File: config.mk
export PLATFORM = sky130hd
export DESIGN_NAME = lap_timer_core
export DESIGN_NICKNAME = d
export VERILOG_FILES = /design/src/rtl/lap_timer_core.sv
export SDC_FILE = /design/constraint.sdc
export NUM_CORES = 1
export LEC_CHECK = 0
export CAP_MARGIN = 25
export CORE_MARGIN = 5
export CORE_UTILIZATION = 50
export CTS_CLUSTER_DIAMETER = 150
export CTS_CLUSTER_SIZE = 16
export DETAILED_ROUTE_END_ITERATION = 8
export PLACE_DENSITY_LB_ADDON = 0.05
export SETUP_SLACK_MARGIN = 0.5
export SLEW_MARGIN = 0
export SYNTH_ARGS = -nofsm -noshare
export SYNTH_HDL_FRONTEND = slang
export SYNTH_SLANG_ARGS = --single-unit
File: constraint.sdc
create_clock -name master_clk -period 2.7 [get_ports master_clk]
set_input_delay 0.54 -clock master_clk [delete_from_list [all_inputs] [get_ports master_clk]]
set_output_delay 0.54 -clock master_clk [all_outputs]
set_load 0.02 [all_outputs]
File: src/rtl/lap_timer_core.sv
// Beam-break lap timer: synchronised/debounced crossing detector, IDLE/LOCK/RUN sequencer,
// min:sec:cs lap clock with last/display registers. Best-lap tracking is built under LAP_TIMER_BEST_LAP_EN.
module lap_timer_core #(
  parameter int TICK_DIV    = 500000,
  parameter int DEB_CYCLES  = 16,
  parameter int LOCKOUT_SEC = 5,
  parameter int HOLD_SEC    = 10,
  parameter int LAP_CNT_W   = 8
) (
  input  logic                 master_clk,
  input  logic                 rs_n,
  input  logic                 laser_detector,
  input  logic                 clear,
  output logic                 running,
  output logic                 lap_strobe,
  output logic [LAP_CNT_W-1:0] lap_count,
  output logic [6:0]           cur_min,
  output logic [6:0]           cur_sec,
  output logic [6:0]           cur_cs,
  output logic [6:0]           last_min,
  output logic [6:0]           last_sec,
  output logic [6:0]           last_cs,
  output logic [6:0]           best_min,
  output logic [6:0]           best_sec,
  output logic [6:0]           best_cs,
  output logic                 best_valid,
  output logic [6:0]           disp_min,
  output logic [6:0]           disp_sec,
  output logic [6:0]           disp_cs,
  output logic                 overflow
);
  localparam int PW = (TICK_DIV > 1) ? $clog2(TICK_DIV) : 1;
  localparam int DW = $clog2(DEB_CYCLES + 1);

  typedef enum logic [1:0] {IDLE, LOCK, RUN} state_t;
  state_t state, state_nx;

  logic          brk_s1, brk_s2, deb_brk;
  logic [DW-1:0] deb_cnt;
  logic          crossing, lap_evt, tick, at_max, near_max, hold;
  logic [PW-1:0] pre;

  // Sync flops store "beam broken" so their all-zero reset value reads as beam-clear.
  always_ff @(posedge master_clk) begin
    if (!rs_n || clear) begin
      brk_s1  <= 1'b0;
      brk_s2  <= 1'b0;
      deb_brk <= 1'b0;
      deb_cnt <= '0;
    end else begin
      brk_s1 <= ~laser_detector;
      brk_s2 <= brk_s1;
      if (brk_s2 == deb_brk)
        deb_cnt <= '0;
      else if (deb_cnt == DW'(DEB_CYCLES - 1)) begin
        deb_cnt <= '0;
        deb_brk <= brk_s2;
      end else
        deb_cnt <= deb_cnt + 1'b1;
    end
  end

  assign crossing = brk_s2 && !deb_brk && (deb_cnt == DW'(DEB_CYCLES - 1));
  assign lap_evt  = (state == RUN) && crossing;
  assign tick     = (pre == PW'(TICK_DIV - 1));
  assign at_max   = (cur_min == 7'd99) && (cur_sec == 7'd59) && (cur_cs == 7'd99);
  assign near_max = (cur_min == 7'd99) && (cur_sec == 7'd59) && (cur_cs == 7'd98);
  assign hold     = (lap_count != '0) && (cur_min == '0) && (cur_sec < 7'(HOLD_SEC));
  assign running  = (state != IDLE);

  always_ff @(posedge master_clk) begin
    if (!rs_n || clear) state <= IDLE;
    else                state <= state_nx;
  end

  always_comb begin
    state_nx = state;
    case (state)
      IDLE:    if (crossing) state_nx = LOCK;
      LOCK:    if ((cur_min == '0) && (cur_sec >= 7'(LOCKOUT_SEC))) state_nx = RUN;
      RUN:     if (crossing) state_nx = LOCK;
      default: state_nx = IDLE;
    endcase
  end

  // Lap clock; saturates at 99:59.99 and flags overflow on the tick that lands there.
  always_ff @(posedge master_clk) begin
    if (!rs_n || clear || (state == IDLE) || lap_evt) begin
      pre      <= '0;
      cur_min  <= '0;
      cur_sec  <= '0;
      cur_cs   <= '0;
      overflow <= 1'b0;
    end else if (tick) begin
      pre <= '0;
      if (at_max || near_max) overflow <= 1'b1;
      if (!at_max) begin
        if (cur_cs != 7'd99)
          cur_cs <= cur_cs + 1'b1;
        else begin
          cur_cs <= '0;
          if (cur_sec != 7'd59)
            cur_sec <= cur_sec + 1'b1;
          else begin
            cur_sec <= '0;
            cur_min <= cur_min + 1'b1;
          end
        end
      end
    end else
      pre <= pre + 1'b1;
  end

  always_ff @(posedge master_clk) begin
    if (!rs_n || clear) begin
      lap_strobe <= 1'b0;
      lap_count  <= '0;
      last_min   <= '0;
      last_sec   <= '0;
      last_cs    <= '0;
      disp_min   <= '0;
      disp_sec   <= '0;
      disp_cs    <= '0;
    end else begin
      lap_strobe <= lap_evt;
      if (lap_evt) begin
        last_min <= cur_min;
        last_sec <= cur_sec;
        last_cs  <= cur_cs;
        if (lap_count != '1) lap_count <= lap_count + 1'b1;
      end
      disp_min <= hold ? last_min : cur_min;
      disp_sec <= hold ? last_sec : cur_sec;
      disp_cs  <= hold ? last_cs  : cur_cs;
    end
  end

`ifdef LAP_TIMER_BEST_LAP_EN
  logic faster;
  // Fields are range-bounded, so a concatenated compare orders min, then sec, then cs.
  assign faster = {cur_min, cur_sec, cur_cs} < {best_min, best_sec, best_cs};

  always_ff @(posedge master_clk) begin
    if (!rs_n || clear) begin
      best_min   <= '0;
      best_sec   <= '0;
      best_cs    <= '0;
      best_valid <= 1'b0;
    end else if (lap_evt && (!best_valid || faster)) begin
      best_min   <= cur_min;
      best_sec   <= cur_sec;
      best_cs    <= cur_cs;
      best_valid <= 1'b1;
    end
  end
`else
  assign best_min   = '0;
  assign best_sec   = '0;
  assign best_cs    = '0;
  assign best_valid = 1'b0;
`endif
endmodule
## Word-level counts from Yosys, hierarchy flattened

Cells that the tools add are included.

| cells by class | value |
|---|---|
| reduce and logical (&&, ||, !) cells | 29 |
| div/mod/pow operators | 0 |
| equal/unequal tests | 14 |
| order comparisons | 2 |
| shift operators | 0 |
| bitwise operators | 5 |
| multiplexer cells | 8 |
| $mul | 0 |
| $add $sub $neg | 6 |

Operator list:

| operator | number |
|---|---|
| $mux 7 | 5 |
| $add 7x1->7 const B | 3 |
| $eq 7x7->1 const B | 3 |
| $add 19x1->19 const B | 1 |
| $eq 19x19->1 const B | 1 |
| $reduce_and 2->1 | 5 |
| $logic_and 1x1->1 | 9 |
| $add 8x1->8 const B | 1 |
| $ne 8x8->1 const B | 1 |
| $reduce_bool 8->1 | 1 |
| $eq 7x6->1 const B | 1 |
| $ge 7x3->1 const B | 1 |
| $logic_not 7->1 | 1 |
| $lt 7x4->1 const B | 1 |
| $ne 7x6->1 const B | 1 |
| $ne 7x7->1 const B | 1 |
| $add 5x1->5 const B | 1 |
| $eq 5x4->1 const B | 1 |
| $not 1->1 | 5 |
| $logic_or 1x1->1 | 4 |
| $mux 2 | 2 |
| $pmux 2 s2 | 1 |
| $reduce_and 4->1 | 1 |
| $reduce_or 2->1 | 2 |
| other kinds (10) | 11 |

| storage, ports and cells | value |
|---|---|
| bits in read-only memories | 0 |
| register bits | 102 |
| logic and storage cells | 82 |
| memories kept | 0 |
| output and inout port bits | 96 |
| input bits | 4 |
| bits in writable memories | 0 |
| latch bits | 0 |

## Logic depth before layout (Yosys ltp)

Gate-level depths: netlist of run 1.

| depth | value |
|---|---|
| depth after elaboration | 6 |
| gate-level depth with buffers | 9 |
| depth with buffers taken out | 8 |

## Least setup slack after synthesis of run 1

No wires, ideal clock.

| timing path | value |
|---|---|
| path kind | register to register |
| start | reg pre[9] |
| end | reg cur_sec[2] |
| data required time | 2,629 ps |
| arrival | 2,125 ps |
| library setup time | 71 ps |
| buffers on the path | 1 |
| clock period less this slack | 2,197 ps |
| path slack | 503 ps |
| stages on the path, launching flop included | 7 |
| cell sequence | dfxtp_1 -> or4b_4 -> nor4_4 -> nand4_2 -> buf_6 -> or4_1 -> a21oi_1 |

| on the way | value |
|---|---|
| cells in the longest elaborated chain, start to end | 2 |

Ends and longest elaborated chain:

| what | line | text |
|---|---|---|
| start, declared | 41 | `logic [PW-1:0] pre;` |
| start signal, assigned | 111 | `pre <= pre + 1'b1;` |
| $eq 19x19->1 | 65 | `assign tick = (pre == PW'(TICK_DIV - 1));` |
| $reduce_and 3->1 (no source line) | - |  |
| end signal, assigned | 103 | `cur_sec <= cur_sec + 1'b1;` |
| end, declared | 18 | `output logic [6:0] cur_sec,` |

Every way passes these cells.
A chain may end at the register's enable or synchronous reset.

## Worst setup path in the final report of run 1

| timing path | value |
|---|---|
| start | reg pre[5] |
| end | reg cur_sec[0] |

Same word-level chain as after synthesis.

==> results_dict.tcl, run 1 <==
set metrics [dict create \
    first_global_vias 3583 \
    multi_input_area_um2 2290 \
    synth_adder_area_share_pct 3.37 \
    dp_hpwl_um 7380 \
    gp_congestion 0.788 \
    place.port_buffers 77 \
    seq_area_frac_synth_pct 45.8 \
    crit_path_max_incr_delay_ps 550 \
    drt_wl_total_um 10800 \
    grt_use_total_pct 18.8 \
    max_freq_mhz 464 \
    holdBufCountCts 0 \
    synth-compound-area-share_pct 9.85 \
    start_kind "flop" \
    path_class "flop to flop" \
    cts_sinks 102 \
    syn_inst 524 \
    place_area_um2 5340 \
    vias_per_cell 5.31 \
    insertion_delay_ps 360 \
    total_power_uw 2520 \
    grt_overflow 0 \
    tns_ps 0 \
    firstDrtPassIters 5 \
    core-area_um2 8720 \
    cts_buffer_depth 2 \
    rsz0062_at_grt "true" \
    num_vias 3933 \
    r2r_slack_ps 550 \
    layout_common_cells "93 x dfxtp_1, 77 x clkdlybuf4s50_1, 74 x nor2_1" \
    final_common_cell "dfxtp_1" \
    drt.antenna.violating_nets 0 \
    hold_depth 1 \
    drt-initial-drc-count 267 \
    setup_viol 0 \
    antenna_found_initial 0 \
    synth_flop_cell "dfxtp_1" \
    ctsHtreeMaxLevel 3 \
    cp_max_fo 8 \
    synth_mux_area_share_pct 3.14 \
    synthSimpleGateAreaFrac_pct 25.1 \
    grt_pass1_wl_um 17300 \
    worst_pin_slew_ps 708 \
    outcome "completed" \
    root_buffer "clkbuf_8" \
    finalCritPeriodShare_pct 79.7 \
    grt_max_degree 37 \
    hold_violations 0 \
    regArea_um2 2060 \
    cpMaxStageDelayCell "or4b_4" \
    drive_gt1_share_pct 12.8 \
    yosysUniqueCellTypes 44 \
    hold_class "flop to flop" \
    post_drt_wl_per_cell_um 14.6 \
    fin_crit_ps 2150 \
    worst_setup_path_end_kind "flop" \
    clock_skew_ps 15.4 \
    synthesis.area_um2 4460 \
    yosysWarningCount 0 \
    die_h_um 104 \
    std_cell_rows 34 \
    design_area_um2 5810 \
    fill_cells 731 \
    fin_nets 644 \
    reg2reg_depth 7 \
    synth.avg_cell_area_um2 8.51 \
    clkTransAtPathRegs_ps 90 \
    crit_start "pre[5]$_SDFF_PP0_" \
    dieArea_um2 10900 \
    io_pins 100 \
    min_from "pre[0]$_SDFF_PP0_" \
    final_max_slew_viol_count 0 \
    antenna_cells 0 \
    cts_tree "done" \
    syn_to_final_growth_pct 30.2 \
    whs_endpoint "pre[0]$_SDFF_PP0_" \
    synth_edf_count 0 \
    die_w_um 104 \
    synth-seq-cells 102 \
    r2r_end "cur_sec[0]$_SDFFE_PP0P_" \
    p_leak_uw 0.00199 \
    worst_ep_required_time_ps 2990 \
    crit_chain "or4b_4 -> nor4_4 -> buf_4 -> nand4_4 -> buf_6 -> or3_1 -> a21oi_1" \
    max_cap_viol_count 0 \
    worstPathArrival_ps 2440 \
    synth_top_family_by_area "simple AND/OR/NAND/NOR gates" \
    synthXorXnorAreaFrac_pct 5.30 \
    remaining_drc_errors 0 \
    power.density_nw_per_um2 433 \
    cts_made_buffers 9 \
    start_util_pct 51.1 \
    peakVddDrop_v 0.000372 \
    r2r_start "pre[5]$_SDFF_PP0_" \
    synthArstFlopShare_pct 0 \
    slew_headroom_pct 52.5 \
]
==> area by class of cell <==
type | count | area share [%]
clock inverters | 6 | 1.19
clock buffers | 10 | 2.20
inverters | 20 | 1.29
well taps | 108 | 2.33
multi-input cells | 381 | 39.5
flip-flops and latches | 102 | 35.4
repair buffers | 114 | 18.1
==> worst max-delay path, delay by kind of cell (launching register included) <==
kind / cells / cell delay [ps]
AND/OR/NAND/NOR: 4 / 1200
flip-flops: 1 / 360
AO/OA/AOI/OAI: 1 / 160
buffers and inverters: 2 / 380
==> Yosys cell counts (12+ instances only) <==
cell type	instances	area, um2
nand2_1	63	236
xor2_1	12	105
nand3_1	15	75.1
inv_1	20	75.1
clkbuf_1	19	71.3
ha_1	12	150
dfxtp_1	102	2040
mux2i_1	14	140
xnor2_1	15	131
a21oi_1	52	260
nor2_1	74	278
buf_4	22	165
nand4_1	12	75.1
==> sequential cells by signal, indices dropped and copies added, names as in the netlist, 2 cells and up <==
register and count:
last_min 7, cur_sec 7, lap_count 8, deb_cnt 5, disp_cs 7, cur_min 7
cur_cs 7, pre 19, last_sec 7, disp_min 7, state 2, disp_sec 7
last_cs 7
==> how the worst max path moves through the flow <==
stage                              endpoint  slack [ps]  cells after the start
finish              cur_sec[0]$_SDFFE_PP0P_         550                      7
global route        cur_sec[0]$_SDFFE_PP0P_         430                      7
CTS                 cur_sec[0]$_SDFFE_PP0P_         470                      7
detailed placement   disp_sec[1]$_SDFF_PP0_         280                      6
global placement      disp_cs[5]$_SDFF_PP0_         340                      6
floorplan           cur_sec[2]$_SDFFE_PP0P_         500                      6
==> what timing repair did <==
item	CTS	global route
resized for setup	8	21
cloned	1	0
buffers inserted	5	14
pin swaps	2	9
endpoints found under the setup margin	46	54
==> power by group <==
| part | switching, uW | internal (uW) |
|---|---|---|
| combinational | 42.9 | 7.49 |
| clock | 526 | 436 |
| sequential | 0.404 | 1500 |
| total | 569 | 1950 |
==> cells by family (layout without fill, tap and decap cells) <==
kind of cell / count (synthesis) / in the layout
simple gates: 225 / 226
flops: 102 / 102
compound gates: 80 / 80
buf+inv: 63 / 150
xor+xnor: 27 / 27
mux: 14 / 14
fa+ha+maj: 12 / 12
other cells: 1 / 22
==> per-layer routing <==
metal | vias up | track usage [%] | routed length [um]
met3 | 7 | 4.35 | 515
met1 | 1868 | 23.6 | 4690
li1 | 1962 | - | -
met4 | 0 | 4.44 | 105
met2 | 96 | 32.5 | 5480
met5 | - | 0 | 0
==> stage by stage <==
step	setup WS, ps	instances	hold slack (ps)	util (%)
after floorplan	503	545	406	-
after global placement	344	705	427	61.2
after detailed placement	276	705	436	61.2
after CTS	467	727	469	64.4
after global routing	433	741	457	66.6
final	547	741	442	66.6
(Power assumes the default switching activity.)
==> run 2: changes to the inputs <==
- CORE_UTILIZATION: 50 -> 45
- clock period: 2.7 -> 1.8 ns (I/O delays scaled with it)
==> results_dict.tcl, run 2 (synthesis gave the netlist of run 1 again) <==
set metrics [dict create \
    peakVddDrop_v 0.000424 \
    holdBufCountCts 0 \
    gp_congestion 0.847 \
    final_max_slew_viol_count 0 \
    instances_no_fill 856 \
    antenna_cells 0 \
    ctsHtreeMaxLevel 3 \
    worst_ep_required_time_ps 2080 \
    clkTransAtPathRegs_ps 100 \
    root_buffer "clkbuf_8" \
    drt-initial-drc-count 179 \
    dieArea_um2 12000 \
    p_leak_uw 0.00294 \
    hold_class "flop to flop" \
    drive_gt1_share_pct 56.8 \
    grt_use_total_pct 21.1 \
    post_drt_wl_per_cell_um 16.2 \
    fin_util_pct 75.8 \
    drt_wl_total_um 13800 \
    worst_setup_path_end_kind "flop" \
    start_util_pct 45.8 \
    num_vias 4377 \
    setup_viol 60 \
    layout_setup_ws_ps -345 \
    placed_cells 791 \
    insertion_delay_ps 370 \
    fin_nets 735 \
    grt_overflow 0 \
    worstPathArrival_ps 2430 \
    cts_buffer_depth 2 \
    max_cap_viol_count 0 \
    grt_max_degree 56 \
    io_pins 100 \
    std_cell_rows 36 \
    place_area_um2 6000 \
    clock_skew_ps 5.86 \
    fill_cells 709 \
    design_area_um2 7380 \
    final_common_cell "buf_4" \
    max_freq_mhz 466 \
    die_h_um 110 \
    syn_to_final_growth_pct 65.5 \
    fin_crit_ps 2140 \
    path_class "flop to flop" \
    first_global_vias 4168 \
    antenna_found_initial 0 \
    firstDrtPassIters 4 \
    place_ws_ps -276 \
    layout_common_cells "82 x buf_4, 78 x buf_6, 55 x nor2_1" \
    start_kind "flop" \
    largest_reg_flops 19 \
    grt_pass1_wl_um 20100 \
    drt.antenna.violating_nets 0 \
    cts_sinks 102 \
    place.port_buffers 77 \
    remaining_drc_errors 0 \
    violations "setup timing" \
    core-area_um2 9730 \
    hold_violations 0 \
    hold_slack_ps 472 \
    die_w_um 110 \
    cp_max_fo 7 \
    dp_hpwl_um 8210 \
    power.density_nw_per_um2 529 \
    cts_made_buffers 9 \
    rsz0062_at_grt "true" \
    finalCritPeriodShare_pct 119 \
    outcome "complete, but fails checks" \
    reg_top3 "pre x19, lap_count x8" \
    cts_tree "done" \
    vias_per_cell 5.11 \
    top_register "pre" \
]
## run 2: cell count changes in the layout (fill, tap and decap cells not counted), sizes merged, moves of 2 or more
cell	previous run	this run
buf	37	196
clkbuf	10	15
clkdlybuf4s50	77	3
inv	22	20
nand2	64	67
## run 2: critical path, cell delays in order, from the launching register on
cell     delay, ps
dfxtp_2        330
or4b_4         540
nor4_4         260
buf_4          160
buf_6          120
nand2_8         70
or4_1          410
a21oi_1        170
## run 2: per-layer routing
metal / track usage [%] / share of wire, % / vias up
met2: 35.4 / 52 / 98
met4: 8.28 / 2.2 / 0
met3: 3.05 / 4.0 / 24
met5: 0 / 0 / -
li1: - / - / 2139
met1: 27.3 / 42 / 2116
## run 2: cell type report
cell class	instances	area, um2	area share [%]
Clock buffer	11	131	1.78
Sequential cell	102	2130	28.9
Timing Repair Buffer	203	1900	25.8
Multi-Input combinational cell	383	2900	39.2
Tap cell	133	166	2.26
Clock inverter	4	72.6	0.984
Inverter	20	75.1	1.02
## run 2: path summary, 6_finish.rpt
| kind | start | to | depth (start not counted) | slack (ps) |
|---|---|---|---|---|
| max reg2reg | pre[5]$_SDFF_PP0_ | cur_min[4]$_SDFFE_PP0P_ | 7 | -340 |
| min reg2reg | last_cs[1]$_SDFFE_PP0P_ | last_cs[1]$_SDFFE_PP0P_ | 2 | 470 |
| max | pre[5]$_SDFF_PP0_ | cur_min[4]$_SDFFE_PP0P_ | 7 | -340 |
| min | last_cs[1]$_SDFFE_PP0P_ | last_cs[1]$_SDFFE_PP0P_ | 2 | 470 |
## run 2: through the flow
stage               setup TNS [ps]  total power [uW]
floorplan                    -4390              2400
global placement             -4130              2380
detailed placement           -6090              2380
CTS                          -4850              3900
global route                -12920              4020
finish                       -7630              3900
## run 2: repair_timing
item	CTS	global route
endpoints found under the setup margin	174	154
gates cloned	5	4
pin swaps	37	55
gates resized for setup	455	178
setup buffers	19	22
## run 2: power by group
part / total [uW] / switching (uW) / internal [uW]
registers: 2240 / 0.949 / 2240
clock network: 1570 / 797 / 776
logic: 84.5 / 71.0 / 13.5
==> run 3: changes to the inputs <==
- MAX_ROUTING_LAYER: not set -> met4
- PLACE_DENSITY: not set -> 0.72
- PLACE_DENSITY_LB_ADDON: 0.05 -> not set
==> results_dict.tcl, run 3 (synthesis gave the netlist of run 1 again) <==
set metrics [dict create \
    worst_setup_path_end_kind "flop" \
    drt-initial-drc-count 307 \
    final_common_cell "buf_4" \
    clkTransAtPathRegs_ps 110 \
    cts_buffer_depth 2 \
    holdBufCountCts 0 \
    cts_made_buffers 9 \
    power.density_nw_per_um2 506 \
    fin_nets 748 \
    clock_skew_ps 14.2 \
    fill_cells 606 \
    outcome "complete, but fails checks" \
    path_class "flop to flop" \
    worst_ep_required_time_ps 2120 \
    cp_max_fo 14 \
    cts_tree "done" \
    fin_crit_ps 2050 \
    cts_sinks 102 \
    grt_use_total_pct 24.0 \
    reg_top3 "pre x19, lap_count x8" \
    worstPathArrival_ps 2370 \
    finalCritPeriodShare_pct 114 \
    violations "setup timing" \
    remaining_drc_errors 0 \
    placed_cells 791 \
    num_vias 4764 \
    grt_pass1_wl_um 22000 \
    final_max_slew_viol_count 0 \
    dieArea_um2 12000 \
    die_h_um 110 \
    layout_common_cells "95 x buf_4, 79 x buf_6, 58 x nor2_1" \
    ctsHtreeMaxLevel 3 \
    start_util_pct 45.8 \
    hold_violations 0 \
    drt.antenna.violating_nets 0 \
    max_freq_mhz 488 \
    max_cap_viol_count 0 \
    antenna_cells 0 \
    place_ws_ps -261 \
    vias_per_cell 5.48 \
    rsz0062_at_grt "true" \
    instances_no_fill 870 \
    hold_class "flop to flop" \
    slew_headroom_pct 66.2 \
    top_register "pre" \
    p_leak_uw 0.00292 \
    peakVddDrop_v 0.000312 \
    antenna_found_initial 0 \
    drive_gt1_share_pct 56.4 \
    worst_pin_slew_ps 501 \
    fin_util_pct 76.1 \
    post_drt_wl_per_cell_um 17.9 \
    grt_max_degree 34 \
    drt_wl_total_um 15500 \
    io_pins 100 \
    place.port_buffers 77 \
    grt_overflow 0 \
    gp_congestion 0.885 \
    insertion_delay_ps 380 \
    start_kind "flop" \
    dp_hpwl_um 8790 \
    die_w_um 110 \
    tns_ps -7030 \
    setup_viol 95 \
    syn_to_final_growth_pct 66.0 \
    firstDrtPassIters 5 \
    core-area_um2 9730 \
    root_buffer "clkbuf_8" \
    largest_reg_flops 19 \
    first_global_vias 4518 \
    std_cell_rows 36 \
    layout_setup_ws_ps -248 \
]
-- run 3: timing repair --
item                       4_1_cts  5_1_grt
hold endpoints to repair         0        0
gates resized for setup        509      115
setup endpoints to repair      174      151
gates cloned                     6        0
buffers inserted                33       24
pin swaps                       53       21
-- run 3: cell type report --
type	count	area, um2	share of cell area, %
Multi-Input combinational cell	383	2840	38.3
Clock buffer	9	124	1.67
Inverter	20	80.1	1.08
Clock inverter	7	67.6	0.912
Sequential cell	102	2140	28.9
Timing Repair Buffer	216	1990	26.9
Tap cell	133	166	2.25
-- run 3: worst max-delay path: stages, from the launching register on --
cell and delay (ps):
dfxtp_2 330, or4b_4 540, nor4_4 190, nand4_2 150, buf_8 170, or4_1 460
a21oi_1 150
-- run 3: path summary, 6_finish.rpt --
| check | from | to | slack, ps | cells after the start |
|---|---|---|---|---|
| hold reg to reg | brk_s1$_SDFF_PP0_ | brk_s2$_SDFF_PP0_ | 450 | 1 |
| setup reg to reg | pre[5]$_SDFF_PP0_ | cur_min[6]$_SDFFE_PP0P_ | -250 | 6 |
| hold / removal | brk_s1$_SDFF_PP0_ | brk_s2$_SDFF_PP0_ | 450 | 1 |
| setup / recovery | pre[5]$_SDFF_PP0_ | cur_min[6]$_SDFFE_PP0P_ | -250 | 6 |
-- run 3: metrics by stage --
step | instance area [um2] | hold WS [ps] | power, uW
final | 7400 | 452 | 3750
after global routing | 7400 | 481 | 3860
after CTS | 6840 | 453 | 3760
after detailed placement | 6000 | 422 | 2380
after global placement | 6000 | 434 | 2380
after floorplan | 4730 | 406 | 2400
-- run 3: per-layer routing --
layer,vias up,routed length [um],track usage (%)
met5,-,0,-
met1,2321,5820,26.2
met4,0,556,9.44
met2,208,8310,42.7
met3,65,852,4.82
li1,2170,-,-
-- run 3: power breakdown --
group | leakage (uW) | internal [uW] | switching [uW]
Combinational | 0.00197 | 13.2 | 71.7
Clock | 0.0000989 | 537 | 889
Sequential | 0.000853 | 2240 | 0.702
Total | 0.00292 | 2790 | 961
==> RTL edit 1 (flow settings as in run 3) <==
The option `LAP_TIMER_BEST_LAP_EN` is turned on by a define.
--- a/src/rtl/lap_timer_core.sv
+++ b/src/rtl/lap_timer_core.sv
@@ -1,4 +1,6 @@
 // Beam-break lap timer: synchronised/debounced crossing detector, IDLE/LOCK/RUN sequencer,
 // min:sec:cs lap clock with last/display registers. Best-lap tracking is built under LAP_TIMER_BEST_LAP_EN.
+`define LAP_TIMER_BEST_LAP_EN
+
 module lap_timer_core #(
   parameter int TICK_DIV    = 500000,
Function: no difference found for any inputs over 10 cycles, from zero or initial values; that may be too few to reach the edited logic, so the function may still have changed.
==> RTL edit 1 against run 3 <==
The run still ends with negative setup slack left; worst hold slack better by 4.2 ps; area after synthesis up 25%; final cell count up 28%; sequential cell count up 22; wire length up 70%; cell area up 36%; setup slack worse by 180 ps; synthesized cell count up 24%; total power up 73%; via count up 38%; core utilization up 7.0 points; largest power group is now clock; highest routed layer unchanged.
==> RTL edit 1: results (changes against run 3) <==
- Status: complete, but fails checks
- Failing checks: negative setup slack
- Proportion of layout cells with a drive suffix above 1: 57.5% (+1.1 points)
- Crit path capture: best_cs[3]
- DRT Wirelength: 26300 um (+70%)
- PortBufs: 99 (+29%)
- Final setup fails: 104 (+9.5%)
- DP Wirelength: 11200 um (+27%)
- Crit path max-delay cell type: dfxtp_2
- Largest net degree at the start of global routing: 38 (+12%)
- Nets: 965 (+29%)
- GPL Wtd Cong: 0.881 (-0.42%)
- Number of global-route vias before repair: 6315 (+40%)
- Post-synthesis mux area share: 6.47% (+3.3 points)
- R2R depth: 9 (+3)
- Post-DP Area: 0.00781 sq mm (+30%)
- Sequential share of the synthesized area: 44.4% (-1.4 points)
- Cell count of the worst hold path: 2 (+1)
- First-pass GRT wire length: 32700 um (+49%)
- Top delay family on crit path: compound AO/OA/AOI/OAI gates
- CTS clk-pin slew, worst paths: 60 ps (-50 ps)
- Number of DRC markers in iteration 0: 763 (+150%)
- Hold EP: brk_s1
- Hold path startpoint: laser_detector
- Synthesized-area fraction occupied by adder cells: 7.17% (+3.8 points)
- Total number of vias: 6593 (+38%)
- Setup slack after layout: -429 ps (-180 ps)
- HP Class: in -> reg
- CP Data Arrival Time: 2560 ps (+190 ps)
- Clock Tree Root: clkbuf_16
- CP max FO: 8 (-6)
-- RTL edit 1: changes by cell type in the layout (fill, tap and decap cells not counted), sizes merged, moves of 9 or more --
cell	before	now
clkbuf	11	22
xor2	12	24
nor2	74	83
mux2i	14	35
ha	12	32
dfxtp	102	124
conb	22	0
or4	10	1
buf	211	280
inv	23	38
nand2	67	108
-- RTL edit 1: what timing repair did --
action	in CTS	in global routing
resized for setup	694	122
buffers inserted	33	29
setup endpoints to repair	217	193
gates cloned	8	0
pin swaps	55	43
-- RTL edit 1: stage by stage --
stage	instances	hold WS (ps)	total power [mW]	setup slack, ps	setup TNS (ps)
after floorplan	651	406	2.83	-265	-3830
after global placement	1008	417	2.85	-278	-14640
after detailed placement	1008	429	2.85	-381	-18730
after CTS	1081	442	6.40	-244	-6620
after global routing	1110	465	6.61	-488	-26320
final	1110	456	6.47	-429	-21750
-- RTL edit 1: where the power goes --
part / switching [mW] / internal [mW]
logic: 0.0468 / 0.0194
registers: 0.000855 / 2.72
clock network: 1.40 / 2.28
total: 1.45 / 5.02
-- RTL edit 1: final cells by class --
class	instances	area, sq um
Multi-Input combinational cell	467	3670
Timing Repair Buffer	284	2800
Sequential cell	124	2630
Fill cell	570	2040
Clock buffer	21	503
Tap cell	168	210
Inverter	35	136
Clock inverter	11	128
-- RTL edit 1: metal layers --
| layer | routed length, um | track usage (%) |
|---|---|---|
| met5 | 0 | - |
| met4 | 1860 | 14.4 |
| met3 | 2260 | 6.99 |
| met2 | 12700 | 48.6 |
| met1 | 9490 | 32.9 |
==> RTL edit 2 (flow settings as in run 3) <==
Made on the original files. Add an input register stage for `laser_detector`, without a reset; this delays it by one clock. The other inputs are not delayed to match.
--- a/src/rtl/lap_timer_core.sv
+++ b/src/rtl/lap_timer_core.sv
@@ -34,4 +34,11 @@
 
   typedef enum logic [1:0] {IDLE, LOCK, RUN} state_t;
+
+  logic laser_detector_q;
+
+  always_ff @(posedge master_clk) begin
+    laser_detector_q <= laser_detector;
+  end
+
   state_t state, state_nx;
 
@@ -49,5 +56,5 @@
       deb_cnt <= '0;
     end else begin
-      brk_s1 <= ~laser_detector;
+      brk_s1 <= ~laser_detector_q;
       brk_s2 <= brk_s1;
       if (brk_s2 == deb_brk)
Function: no difference found for any inputs over 10 cycles, from zero or initial values; that may be too few to reach the edited logic, so the function may still have changed.
==> RTL edit 2 against run 3 <==
The run still ends with negative setup slack left; setup slack got worse by 210 ps; sequential cell count up 1; cell area up 1.3%; total power is 3.8% higher; area after synthesis is 0.45% higher; critical path depth unchanged; wire length is 7.1% higher; synthesized cell count is 0.19% higher; critical path type unchanged; largest power group unchanged; highest routed layer unchanged.
==> RTL edit 2: results (changes against run 3) <==
- Status: complete, but fails checks
- Failing checks: negative setup slack
- Top delay family on crit path: simple AND/OR/NAND/NOR gates
- Place WS: -252 ps (+8.27 ps)
- Worst Skew: 12.8 ps (-1.44 ps)
- CP max FO: 6 (-8)
- First-pass GRT wire length: 23300 um (+6.1%)
- CP Data Arrival Time: 2530 ps (+160 ps)
- Final setup fails: 93 (-2.1%)
- Number of DRC markers in iteration 0: 418 (+36%)
- DRT Wirelength: 16600 um (+7.1%)
- GPL Wtd Cong: 0.902 (+1.9%)
- Post-synth ARST share: 0% (unchanged)
- CTS Buffer Depth: 2 (unchanged)
- Clk Latency, worst-skew pair: 380 ps (about the same)
- Number of global-route vias before repair: 4721 (+4.5%)
- First-pass iteration count of the detailed router: 6 (+1)
- Nets: 740 (-1.1%)
- Proportion of layout cells with a drive suffix above 1: 56.9% (+0.48 points)
- Fin crit period: 2250 ps (+207 ps)
- CTS clk-pin slew, worst paths: 110 ps (about the same)
- Total number of vias: 4777 (+0.27%)
- Initial antenna violation count: 0 (unchanged)
- Hold_buf cts: 0 (unchanged)
- H-tree Lvls: 3 (unchanged)
- CTS buffer count: 9 (unchanged)
- Sequential share of the synthesized area: 46.0% (+0.24 points)
- Synth top area cells: dfxtp_1 46%, nor2_1 6.2%, a21oi_1 5.8%
- Clock group total power: 1.53 mW (+7%)
- Leakage: 3.15 nW (+7.8%)
- HP Class: in -> reg
- Hold path startpoint: laser_detector
- Yosys warns: 0 (unchanged)
- Peak supply drop: 571 uV (+83%)
- Top flop regs: pre: 19 flops, lap_count: 8 flops
- Sw frac: 24.1% (-1.5 points)
- Ant. Diodes: 0 (unchanged)
- Post-synth top cells: 103 x dfxtp_1, 74 x nor2_1, 63 x nand2_1
- DP Wirelength: 8760 um (-0.32%)
- CP max stage delay: 550 ps
- Largest net degree at the start of global routing: 56 (+65%)
- Total Routing Usage GR: 25.3% (+1.4 points)
- PortBufs: 77 (unchanged)
- Setup slack after layout: -455 ps (-207 ps)
[RTL edit 2: cell types whose count changed after synthesis, sizes merged]
| cell | run 3 | this run |
|---|---|---|
| dfxtp | 102 | 103 |
[RTL edit 2: final timing paths]
kind | end | slack (ps) | cells past startpoint
max | cur_sec[5] | -450 | 6
min | laser_detector_q | 420 | 1
max reg2reg | cur_sec[5] | -450 | 6
min reg2reg | brk_s1 | 430 | 1
[RTL edit 2: kinds of logic after synthesis]
logic type      after synthesis  share of synthesized area [%]
simple gates                225                           25.0
flops                       103                           46.0
compound gates               80                           9.80
buf+inv                      63                           7.29
xor+xnor                     27                           5.28
mux                          14                           3.13
fa+ha+maj                    12                           3.35
other cells                   1                         0.0837
[RTL edit 2: cell type report]
type	instances	area, sq um
fillers	584	2230
clock buffers	10	128
well taps	133	166
repair buffers	207	1950
multi-input cells	383	2950
flip-flops and latches	103	2150
inverters	20	80.1
clock inverters	6	75.1
[RTL edit 2: repair_timing]
item / in CTS / in global routing
endpoints found under the setup margin: 174 / 152
buffers inserted: 27 / 18
pin swaps: 53 / 39
gates cloned: 8 / 0
gates resized for setup: 509 / 128
[RTL edit 2: per-layer routing]
layer	global-route usage [%]	up-vias	share of wire (%)
met4	10.5	0	5.1
met1	27.1	2310	37
met2	44.4	222	52
li1	-	2162	-
met3	6.69	83	6.0
met5	-	-	0
[RTL edit 2: per-stage QoR]
step	setup TNS (ps)	power (mW)	instance area (sq um)	cells	hold slack, ps
after floorplan	-4390	2.43	4750	546	368
after global placement	-3220	2.41	6040	793	387
after detailed placement	-4560	2.41	6040	793	390
after CTS	-3850	3.88	6950	844	418
after global routing	-19590	4.03	7500	862	405
final	-13530	3.89	7500	862	424
